`src/rtl/tff_chain_monitor.sv`:
```
// Receiving-side checker for a T flip-flop ripple divider: rebuilds the chain count,
// validates each +1/-1 step modulo 2^N, measures the wrap period and reports lock/error status.
module tff_chain_monitor #(
    parameter int N      = 3,
    parameter int UP     = 1,
    parameter int SYNC   = 2,
    parameter int STABLE = 1,
    parameter int LOCK_N = 4
) (
    input  logic         clk_i,
    input  logic         rst_i,
    input  logic         en_i,
    input  logic         clr_err_i,
    input  logic [N-1:0] q_in_i,
    output logic [N-1:0] count_o,
    output logic         valid_o,
    output logic         err_o,
    output logic [7:0]   err_cnt_o,
    output logic         locked_o,
    output logic [15:0]  period_o,
    output logic         period_vld_o
);
    typedef enum logic [1:0] {IDLE = 2'd0, ACQ = 2'd1, TRACK = 2'd2, LOCK = 2'd3} state_t;

    localparam logic [N-1:0] STEP_ONE = {{(N-1){1'b0}}, 1'b1};
    localparam logic [2:0]   STABLE3  = 3'(STABLE);
    localparam logic [3:0]   LOCK_N4  = 4'(LOCK_N);

    state_t                 state_q, state_d, state_s;
    logic [SYNC-1:0][N-1:0] sync_q;
    logic [N-1:0]           prev_q, count_q, count_d, sync_s, exp_s;
    logic [2:0]             stab_q, stab_d;
    logic [3:0]             run_q, run_d, run_s;
    logic [7:0]             err_cnt_q, err_cnt_d, err_base_s;
    logic [15:0]            pcnt_q, pcnt_d, pcnt_s, pcnt_inc_s, period_q, period_d;
    logic                   valid_q, valid_d, err_q, err_d, locked_q, locked_d, locked_s;
    logic                   pvld_q, pvld_d, wrap_seen_q, wrap_seen_d;
    logic                   stable_s, accept_s, good_s, wrap_s;

    // Sample qualification: how long the synchronized value has been steady, and step decode
    always_comb begin
        sync_s     = sync_q[SYNC-1];
        stab_d     = (sync_s != prev_q) ? 3'd1 :
                     (stab_q >= STABLE3) ? STABLE3 : stab_q + 3'd1;
        stable_s   = (stab_d >= STABLE3);
        accept_s   = stable_s && (sync_s != count_q) && (state_q != IDLE);
        exp_s      = (UP != 0) ? count_q + STEP_ONE : count_q - STEP_ONE;
        good_s     = (sync_s == exp_s);
        wrap_s     = (sync_s == {N{1'b0}});
        pcnt_inc_s = (pcnt_q == 16'hFFFF) ? 16'hFFFF : pcnt_q + 16'd1;
        err_base_s = clr_err_i ? 8'd0 : err_cnt_q;
    end

    // Next-state and datapath; the error clear is applied before any new bad step
    always_comb begin
        state_s     = state_q;
        count_d     = count_q;
        valid_d     = 1'b0;
        err_d       = clr_err_i ? 1'b0 : err_q;
        err_cnt_d   = err_base_s;
        locked_s    = locked_q;
        run_s       = run_q;
        pcnt_s      = (state_q == IDLE) ? pcnt_q : pcnt_inc_s;
        period_d    = period_q;
        pvld_d      = 1'b0;
        wrap_seen_d = wrap_seen_q;
        case (state_q)
            IDLE: begin
                wrap_seen_d = 1'b0;
                state_s     = en_i ? ACQ : IDLE;
            end
            ACQ: begin
                if (accept_s) begin
                    count_d = sync_s;
                    valid_d = 1'b1;
                    state_s = TRACK;
                    run_s   = 4'd0;
                end else begin
                    state_s = ACQ;
                end
            end
            TRACK, LOCK: begin
                if (accept_s && good_s) begin
                    count_d = sync_s;
                    valid_d = 1'b1;
                    if ((state_q == TRACK) && (run_q + 4'd1 >= LOCK_N4)) begin
                        run_s    = run_q + 4'd1;
                        state_s  = LOCK;
                        locked_s = 1'b1;
                    end else if (state_q == TRACK) begin
                        run_s = run_q + 4'd1;
                    end else begin
                        state_s = LOCK;
                    end
                    // Only the second and later good wraps report; the first just aligns the counter
                    if (wrap_s) begin
                        pcnt_s      = 16'd0;
                        wrap_seen_d = 1'b1;
                        period_d    = wrap_seen_q ? pcnt_inc_s : period_q;
                        pvld_d      = wrap_seen_q;
                    end else begin
                        wrap_seen_d = wrap_seen_q;
                    end
                end else if (accept_s) begin
                    count_d   = sync_s;
                    valid_d   = 1'b1;
                    err_d     = 1'b1;
                    err_cnt_d = (err_base_s == 8'hFF) ? 8'hFF : err_base_s + 8'd1;
                    run_s     = 4'd0;
                    locked_s  = 1'b0;
                    state_s   = TRACK;
                    pcnt_s    = wrap_s ? 16'd0 : pcnt_s;
                end else begin
                    state_s = state_q;
                end
            end
            default: begin
                state_s = IDLE;
            end
        endcase
        state_d  = en_i ? state_s : IDLE;
        locked_d = en_i ? locked_s : 1'b0;
        run_d    = en_i ? run_s : 4'd0;
        pcnt_d   = en_i ? pcnt_s : 16'd0;
    end

    // All state and output registers, synchronous active-high reset
    always_ff @(posedge clk_i) begin
        if (rst_i) begin
            sync_q      <= '0;
            prev_q      <= {N{1'b0}};
            stab_q      <= 3'd0;
            state_q     <= IDLE;
            count_q     <= {N{1'b0}};
            valid_q     <= 1'b0;
            err_q       <= 1'b0;
            err_cnt_q   <= 8'd0;
            locked_q    <= 1'b0;
            run_q       <= 4'd0;
            pcnt_q      <= 16'd0;
            period_q    <= 16'd0;
            pvld_q      <= 1'b0;
            wrap_seen_q <= 1'b0;
        end else begin
            sync_q[0] <= q_in_i;
            for (int i = 1; i < SYNC; i++) begin
                sync_q[i] <= sync_q[i-1];
            end
            prev_q      <= sync_s;
            stab_q      <= stab_d;
            state_q     <= state_d;
            count_q     <= count_d;
            valid_q     <= valid_d;
            err_q       <= err_d;
            err_cnt_q   <= err_cnt_d;
            locked_q    <= locked_d;
            run_q       <= run_d;
            pcnt_q      <= pcnt_d;
            period_q    <= period_d;
            pvld_q      <= pvld_d;
            wrap_seen_q <= wrap_seen_d;
        end
    end

    assign count_o      = count_q;
    assign valid_o      = valid_q;
    assign err_o        = err_q;
    assign err_cnt_o    = err_cnt_q;
    assign locked_o     = locked_q;
    assign period_o     = period_q;
    assign period_vld_o = pvld_q;
endmodule
```
`config.mk`:
```
export PLATFORM = sky130hd
export DESIGN_NAME = tff_chain_monitor
export DESIGN_NICKNAME = d
export VERILOG_FILES = /design/src/rtl/tff_chain_monitor.sv
export SDC_FILE = /design/constraint.sdc
export NUM_CORES = 1
export LEC_CHECK = 0
export BUFFER_PORTS_ARGS = -buffer_cell sky130_fd_sc_hd__buf_4
export CAP_MARGIN = 20
export CORE_ASPECT_RATIO = 0.9
export CORE_UTILIZATION = 54
export CTS_BUF_LIST = sky130_fd_sc_hd__clkbuf_8
export CTS_CLUSTER_DIAMETER = 80
export DETAILED_ROUTE_END_ITERATION = 12
export GPL_TIMING_DRIVEN = 0
export PLACE_DENSITY = 0.75
export SLEW_MARGIN = 20
export SYNTH_ARGS = -nofsm -noshare
export SYNTH_HDL_FRONTEND = slang
export SYNTH_SLANG_ARGS = --single-unit
```
`constraint.sdc`:
```
create_clock -name clk_i -period 2.2 [get_ports clk_i]
set_input_delay 0.22 -clock clk_i [delete_from_list [all_inputs] [get_ports clk_i]]
set_output_delay 0.22 -clock clk_i [all_outputs]
set_load 0.05 [all_outputs]
```
---- After elaboration in Yosys (flattened, before gate mapping) ----
Cells that the tools add are included.
storage, ports and cells
  output and inout port bits .............. 31
  flip-flop bits (word level) ............. 66
  input bits .............................. 7
  word-level logic and storage cells ...... 99
cells by class
  mux-type cells .......................... 40
  bitwise gates (word level) .............. 4
  equality and inequality tests ........... 14
  $lt $le $gt $ge ......................... 3
  reductions and logical operators ........ 18
  add/sub/neg operators ................... 5
operators by type and width
  operator               number
  $mux 16                6
  $mux 8                 5
  $add 16x1->16 const B  1
  $eq 16x16->1 const B   1
  $mux 4                 4
  $mux 3                 4
  $mux 1                 11
  $mux 2                 5
  $add 8x1->8 const B    1
  $eq 8x8->1 const B     1
  $ne 4x4->1 const B     2
  $pmux 4 s2             1
  $reduce_bool 2->1      4
  $add 3x1->3 const B    2
  $ge 3x1->1 const B     2
  $ne 3x3->1             2
  $pmux 2 s3             1
  $pmux 3 s2             1
  $reduce_and 3->1       2
  $add 4x1->4 const B    1
  $eq 2x2->1 const B     2
  $ge 4x3->1 const B     1
  $logic_and 1x1->1      4
  $ne 2x2->1 const B     2
  other kinds (12)       18

---- Logic depth before layout (Yosys ltp) ----
Gate-level depths: netlist of run 1.
  depth in word-level cells ............... 9
  gate-level depth with buffers ........... 9
  depth with buffers taken out ............ 7

---- Worst setup path after synthesis of run 1 ----
OpenSTA, ideal clock, no wires.
  path type ............................... register to register
  from .................................... reg (tool-made name)
  to ...................................... reg err_cnt_q[7] (netlist: err_cnt_o[7])
  library setup time ...................... 0.132 ns
  path buffers ............................ 2
  required time ........................... 2.068 ns
  arrival time ............................ 2.114 ns
  path slack .............................. -0.046 ns
  clock period less this slack ............ 2.246 ns
  stages on the path, launching flop included .. 9
  path through ............................ dfxtp_1 -> ha_1 -> xnor2_1 -> and3_1 -> buf_6 -> or2_1 -> buf_6 -> o311ai_1 -> a21oi_1
RTL lines
  what                    line  text
  end signal: assignment  155   err_cnt_q <= err_cnt_d;
  end: declaration        34    logic [7:0] err_cnt_q, err_cnt_d, err_base_s;

---- Worst setup path after layout of run 1 ----
  from .................................... reg pcnt_q[0]
  to ...................................... reg pcnt_q[3]
on the way
  word-level cells in the longest chain between the ends .. 7
  elaborated cells on any way between the ends .. 8
  classes of those cells .................. add/sub (1); eq/ne (1); mux (6)
RTL lines
  what                                                  line     text
  start: declaration                                    35       logic [15:0] pcnt_q, pcnt_d, pcnt_s, pcnt_inc_s, period_q, period_d;
  start signal: assignment                              158      pcnt_q <= pcnt_d;
  $add 16x1->16 / $eq 16x16->1 (equally long branches)  50       pcnt_inc_s = (pcnt_q == 16'hFFFF) ? 16'hFFFF : pcnt_q + 16'd1;
  $mux 16 (*)                                           50
  $mux 16 (*)                                           63       pcnt_s = (state_q == IDLE) ? pcnt_q : pcnt_inc_s;
  $mux 16                                               96, 112
  $mux 16                                               104      end else if (accept_s) begin
  $mux 16                                               83       if (accept_s && good_s) begin
  $mux 16 (*)                                           67       case (state_q)
Every way passes the cells marked *; elsewhere a longest branch is shown, timed or not.
A chain may end at the register's enable or synchronous reset.

==> impl_results.md, run 1 <==
- Status: finished clean
- Syn Inst Count: 349
- Clock root buffer: clkbuf_8
- Vias per cell: 5.85
- PnR worst setup slack: 169 ps
- Yosys top cell area share: 0.414
- Final estimated routing congestion in global placement: 0.885
- Achievable Freq: 492 MHz
- Met2 WL: 2920 microns
- Area grow syn2layout: 18.4%
- Final Hold Fails: 0
- Drt wl/cell: 14.8 microns
- Crit path time final: 2030 ps
- Hold crit path type: in -> reg
- Post-route DRC: 0
- Data arrival, critical path: 2290 ps
- First DRT Iteration DRCs: 151
- Max Cap Violations: 0
- CP max FO: 9
- Initial core utilization: 0.579
- Adder-Cell Fraction of Synth Area: 0.0172
- Power per cell area: 608 nW/um^2
- Num Clock Sinks: 60
- Aggregate global routing overflow: 0
- Seq/Total Area, Yosys: 0.414
- Drt total wl: 6870 microns
- Vias in the first global route: 2373
- Final #Nets: 406
- DP Worst Slack: -95.3 ps
- RSZ-0062 raised after global routing: no
- Worst-margin pin slew: 635 ps
- Ant. Diodes: 0
- Clk_lat worst skew: 340 ps
- Metal3 WL: 582 microns
- Synthesized cell area: 2900 sq um
- Max clock buf depth: 2
- Port Buffers: 37
- Clk slew on worst S/H paths: 60 ps
- First-pass GRT wire length: 11200 microns
- Period Utilization, post-route: 0.923
- Avg Cell Area, Syn: 8.32 sq um
- Syn Nets: 360
- I/O pin total: 38
- HPWL Detailed: 4860 microns
- Post-Route M1 WL: 3300 microns
- Total number of vias: 2713
- First-pass detailed-route iteration total: 5
- Die width: 79.3 microns
- Share of cells above drive strength 1: 0.198
- Crit path launch type: register
- Cell Rows: 24
- Maximum vdd drop: 444 uV
- Total GRT Usage: 0.260
- Crit end category: register
- Slew headroom: 0.577
- Mux share of post-synthesis cell area: 0
- Kind of critical path: reg -> reg
- Clock Skew: 6.05 ps
- Max Slew Vio Count: 0
- Seq cells post-synth: 60
- Worst Path Required: 2450 ps
- Max Used Layer: met4
- Die Y: 71.6 microns
- Number of H-tree levels: 3
- DIE AREA: 5680 sq um
- Finished Core Util: 0.686
- Synth top area cells: dfxtp_1 41%, a21oi_1 5.5%, nand2_1 5.2%
- Main combinational cell family by area after synthesis: simple AND/OR/NAND/NOR gates
- Leak: 1.29 nW
- Hold_buf cts: 0
- Largest net degree at the start of global routing: 11
- Post-synthesis cell type count: 42
- Compound-gate portion of the synthesized area: 0.212
- Final setup viols: 0
- Area leader, netlist: dfxtp_1
- Simple logic cell fraction of the synthesized area: 0.254
- Core Region: 5010 sq um
- Initial antenna violation count: 0
- Post-Synth XOR/XNOR Area: 0.0409
- DRT antenna net count: 0
- CTS tree: done
- TritonCTS buffer count: 9
- Synth Warn #: 0
flip-flops by register name (all words and copies together) (netlist names), named ones only:
signal        cells
wrap_seen_q       1
valid_o           1
err_o             1
sync_q            3
period_vld_o      1
pcnt_q           16
locked_o          1
period_o         16
run_q             4
err_cnt_o         8
state_q           2
sync_s            3
critical path, cell delays in order, from the launching register on:
cell     delay (ps)
dfxtp_2         400
ha_2            250
and4_1          190
buf_2           190
nand4_1         240
buf_4           230
a211o_1         280
a21oi_1         170
layer usage:
metal  up-vias  GRT usage
met5         -          0
met4         0     0.0949
met3         6     0.0726
met2       128      0.386
met1      1235      0.360
li1       1344          -
placed cells by master (no fill, tap or decap), types with 2 or more instances in the layout:
master / synthesis / routed
dfxtp_1: 60 / 56
nand2_1: 40 / 40
buf_4: 0 / 39
nor2_1: 38 / 38
a21oi_1: 32 / 32
nor2b_1: 14 / 14
clkbuf_1: 17 / 13
nor3_1: 12 / 12
o21ai_0: 12 / 12
clkbuf_8: 0 / 11
nand3_1: 10 / 10
and4_1: 9 / 9
inv_1: 7 / 9
a211oi_1: 8 / 8
xor2_1: 7 / 7
and3_1: 7 / 7
a311oi_2: 7 / 7
nand4_1: 6 / 6
buf_2: 6 / 6
a311oi_1: 6 / 6
a31oi_1: 6 / 6
buf_6: 5 / 5
xnor2_1: 4 / 4
dfxtp_2: 0 / 4
and2_1: 3 / 3
nor4_1: 3 / 3
a41oi_1: 3 / 3
ha_1: 4 / 3
o31ai_1: 2 / 2
o311ai_1: 2 / 2
nand2b_1: 2 / 2
a41o_1: 2 / 2
o22ai_1: 2 / 2
a211o_1: 2 / 2
clkinv_2: 0 / 2
path summary, 6_finish.rpt:
| path | start | end | slack, ps | cells past startpoint |
|---|---|---|---|---|
| max reg2reg | pcnt_q[0] | pcnt_q[3] | 170 | 7 |
| min reg2reg | sync_q[2] | sync_s[2] | 430 | 1 |
| max | pcnt_q[0] | pcnt_q[3] | 170 | 7 |
| min | q_in_i[1] | sync_q[1] | 100 | 2 |
Yosys cell counts, drive strengths merged:
cell / instances
a211o: 2
a211oi: 8
a21boi: 1
a21oi: 32
a311oi: 13
a31o: 1
a31oi: 6
a41o: 2
a41oi: 3
and2: 3
and3: 7
and4: 9
and4bb: 1
buf: 12
clkbuf: 17
dfxtp: 60
ha: 4
inv: 7
nand2: 40
nand2b: 2
nand3: 10
nand4: 6
nor2: 39
nor2b: 14
nor3: 12
nor4: 3
o211ai: 1
o21a: 1
o21ai: 12
o22ai: 2
o311ai: 2
o31ai: 2
or2: 2
or3: 1
xnor2: 4
xnor3: 1
xor2: 7
cells by family (layout without fill, tap and decap cells):
family	count (synthesis)	after routing
adders and majority gates	4	4
buffers and inverters	36	86
AOI/OAI and AO/OA	88	88
DFF	60	60
and+or+nand+nor	149	149
xor gates and xnor gates	12	12
final cells by class:
class / count / area, sq um
repair buffers: 39 / 293
inverters: 7 / 26.3
multi-input cells: 253 / 1530
fillers: 440 / 1580
flip-flops and latches: 60 / 1210
plain buffers: 25 / 139
clock buffers: 11 / 151
well taps: 65 / 81.3
clock inverters: 4 / 17.5
power breakdown:
part	total, W	leakage, nW	internal (W)	switching, W
Clock	0.000861	0.0976	0.000451	0.000409
Sequential	0.00110	0.487	0.00110	0.00000680
Combinational	0.000126	0.707	0.0000425	0.0000830
through the flow:
step           hold slack (ps)  cell area (sq um)  setup TNS, ps  std cells  total power [W]
3_3_place_gp               419               3270           -193        451          0.00125
6_report                  96.1               3440              0        464          0.00209
4_1_cts                   84.1               3450              0        468          0.00211
5_1_grt                   96.7               3440              0        464          0.00216
3_5_place_dp               424               3270           -221        451          0.00125
2_1_floorplan              297               2910              0        349          0.00121
timing repair:
item / in CTS / in global routing
setup endpoints to repair: 12 / 7
setup buffers: 2 / 0
gates resized for setup: 0 / 2
pin swaps: 0 / 0
No activity file was read; power rests on OpenSTA's default activity.
==> run 2: changes to the inputs <==
--- a/config.mk
+++ b/config.mk
@@ -12,8 +12,9 @@
 export CTS_BUF_LIST = sky130_fd_sc_hd__clkbuf_8
 export CTS_CLUSTER_DIAMETER = 80
 export DETAILED_ROUTE_END_ITERATION = 12
+export GPL_ROUTABILITY_DRIVEN = 0
 export GPL_TIMING_DRIVEN = 0
-export PLACE_DENSITY = 0.75
+export PLACE_DENSITY = 0.78
 export SLEW_MARGIN = 20
 export SYNTH_ARGS = -nofsm -noshare
 export SYNTH_HDL_FRONTEND = slang
==> constraint.sdc (replaced) <==
create_clock -name clk_i -period 1.7 [get_ports clk_i]
set_input_delay 0.17 -clock clk_i [delete_from_list [all_inputs] [get_ports clk_i]]
set_output_delay 0.17 -clock clk_i [all_outputs]
set_load 0.05 [all_outputs]
==> impl_results.md, run 2 (synthesis results as in run 1) <==
- Crit end category: register (unchanged)
- Area grow syn2layout: 39.3% (was 18.4%)
- Leading cell type in the layout, fill and taps excluded: buf_4 (was dfxtp_1)
- Max clock buf depth: 2 (unchanged)
- Vias per cell: 6.00 (was 5.85)
- PnR worst setup slack: -75.0 ps (was 169 ps)
- Crit path launch type: register (unchanged)
- Leading cell types in the layout, fill and taps excluded: 65 x buf_4, 42 x dfxtp_1, 37 x nand2_1, 30 x nor2_1, 28 x a21oi_1 (was 56 x dfxtp_1, 40 x nand2_1, 39 x buf_4, 38 x nor2_1, 32 x a21oi_1)
- I/O pin total: 38 (unchanged)
- First-pass detailed-route iteration total: 5 (unchanged)
- Maximum vdd drop: 817 uV (was 444 uV)
- Filler instances: 302 (was 440)
- Hold crit path type: in -> reg (unchanged)
- Largest net degree at the start of global routing: 12 (was 11)
- HPWL Detailed: 4800 microns (was 4860 microns)
- Sequential cell area: 1250 sq um (was 1210 sq um)
- Hold_buf cts: 0 (unchanged)
- Slew headroom: 0.536 (was 0.577)
- DRT antenna net count: 0 (unchanged)
- Max Cap Violations: 0 (unchanged)
- Final Hold Fails: 0 (unchanged)
- Vias in the first global route: 2595 (was 2373)
- CTS tree: done (unchanged)
- Worst-margin pin slew: 696 ps (was 635 ps)
- Max Slew Vio Count: 0 (unchanged)
- Drt total wl: 8120 microns (was 6870 microns)
- Final #Nets: 423 (was 406)
- Total GRT Usage: 0.287 (was 0.260)
- First-pass GRT wire length: 12200 microns (was 11200 microns)
- Data arrival, critical path: 2040 ps (was 2290 ps)
- Clk_lat worst skew: 360 ps (was 340 ps)
- Ant. Diodes: 0 (unchanged)
- Post-route DRC: 0 (unchanged)
- Share of cells above drive strength 1: 0.410 (was 0.198)
- Core Region: 5010 sq um (unchanged)
- Status: finished, violations left (was finished clean)
- Num Clock Sinks: 60 (unchanged)
- Failing checks: negative setup slack
- Period Utilization, post-route: 1.04 (was 0.923)
- DIE AREA: 5680 sq um (unchanged)
- Drt wl/cell: 16.8 microns (was 14.8 microns)
- CP max FO: 6 (was 9)
- Clock Skew: 8.83 ps (was 6.05 ps)
- Power per cell area: 765 nW/um^2 (was 608 nW/um^2)
- RSZ-0062 raised after global routing: yes (was no)
- Die width: 79.3 microns (unchanged)
- Clock root buffer: clkbuf_8 (unchanged)
- Area of the multi-input gates: 1830 sq um (was 1530 sq um)
- Number of H-tree levels: 3 (unchanged)
- Fin area: 4050 sq um (was 3440 sq um)
- Initial antenna violation count: 0 (unchanged)
- TritonCTS buffer count: 9 (unchanged)
- First DRT Iteration DRCs: 178 (was 151)
- Worst Path Required: 1970 ps (was 2450 ps)
- Initial core utilization: 0.579 (unchanged)
- Crit path time final: 1780 ps (was 2030 ps)
- Final setup viols: 12 (was 0)
- Min Hold Slack: 30.5 ps (was 96.1 ps)
- Cell Rows: 24 (unchanged)
- Clk slew on worst S/H paths: 70 ps (was 60 ps)
- Die Y: 71.6 microns (unchanged)
- Kind of critical path: reg -> reg (unchanged)
- Crit path largest cell delay: 420 ps (was 400 ps)
- Port Buffers: 37 (unchanged)
- Power Total: 0.00310 W (was 0.00209 W)
- Achievable Freq: 563 MHz (was 492 MHz)
- CP Cell Sequence: xor2_4 -> or3_4 -> and3_4 -> buf_8 -> buf_4 -> a311oi_2 (was ha_2 -> and4_1 -> buf_2 -> nand4_1 -> buf_4 -> a211o_1 -> a21oi_1)
- Leak: 1.48 nW (was 1.29 nW)
- Setup TNS: -478 ps (was 0 ps)
- Placed Area: 3320 sq um (was 3270 sq um)
- Aggregate global routing overflow: 0 (unchanged)
- CP max stage cell: or3_4 (was dfxtp_2)
- Total number of vias: 2894 (was 2713)
[run 2: cell count changes in the layout (fill, tap and decap cells not counted), moves of 5 or more]
cell	previous run	this run
buf_4	39	65
dfxtp_1	56	42
dfxtp_4	0	9
clkbuf_1	13	5
nor2_1	38	30
a211oi_1	8	3
a211oi_2	0	5
and4_1	9	4
and4_4	0	5
buf_2	6	1
dfxtp_2	4	9
o21ai_0	12	7
[run 2: repair_timing]
item | CTS | global route
setup buffers | 21 | 9
gates cloned | 1 | 0
gates resized for setup | 58 | 41
setup endpoints to repair | 48 | 46
pin swaps | 19 | 21
[run 2: layout make-up]
cell class,instances,share of cell area
inverter,7,0.00650
multi-input combinational,253,0.452
tap,65,0.0201
clock buffer,10,0.0340
clock inverter,6,0.0210
sequential,60,0.308
buffer,14,0.0278
timing repair buffer,67,0.131
[run 2: path summary, 6_finish.rpt]
check,to,cells past startpoint,start,slack (ps)
hold reg to reg,sync_s[0],1,sync_q[0],430
setup reg to reg,period_o[0],6,sync_s[0],-80
setup / recovery,period_o[0],6,sync_s[0],-80
hold / removal,sync_q[0],2,q_in_i[0],30
[run 2: report_power, final]
group	switching (W)	internal, W	total, W
registers	0.0000179	0.00141	0.00143
clock network	0.000592	0.000865	0.00146
logic	0.000126	0.0000853	0.000211
total	0.000736	0.00236	0.00310
[run 2: stage by stage]
stage | setup WS (ps) | util | cells
2_1_floorplan | -236 | - | 349
3_3_place_gp | -441 | 0.663 | 451
3_5_place_dp | -458 | 0.663 | 451
4_1_cts | -95.3 | 0.775 | 480
5_1_grt | -158 | 0.807 | 482
6_report | -75.0 | 0.807 | 482
[run 2: critical path, delay by kind of cell (launching register included)]
kind,cells,cell delay (ps)
flip-flops,1,360
buffers and inverters,2,280
AO/OA/AOI/OAI,1,200
AND/OR/NAND/NOR,2,660
XOR/XNOR,1,190
[run 2: per-layer routing]
metal,routed length [microns],GRT usage
met1,3630,0.382
met2,3720,0.430
met3,707,0.104
met4,56,0.0970
met5,0,0
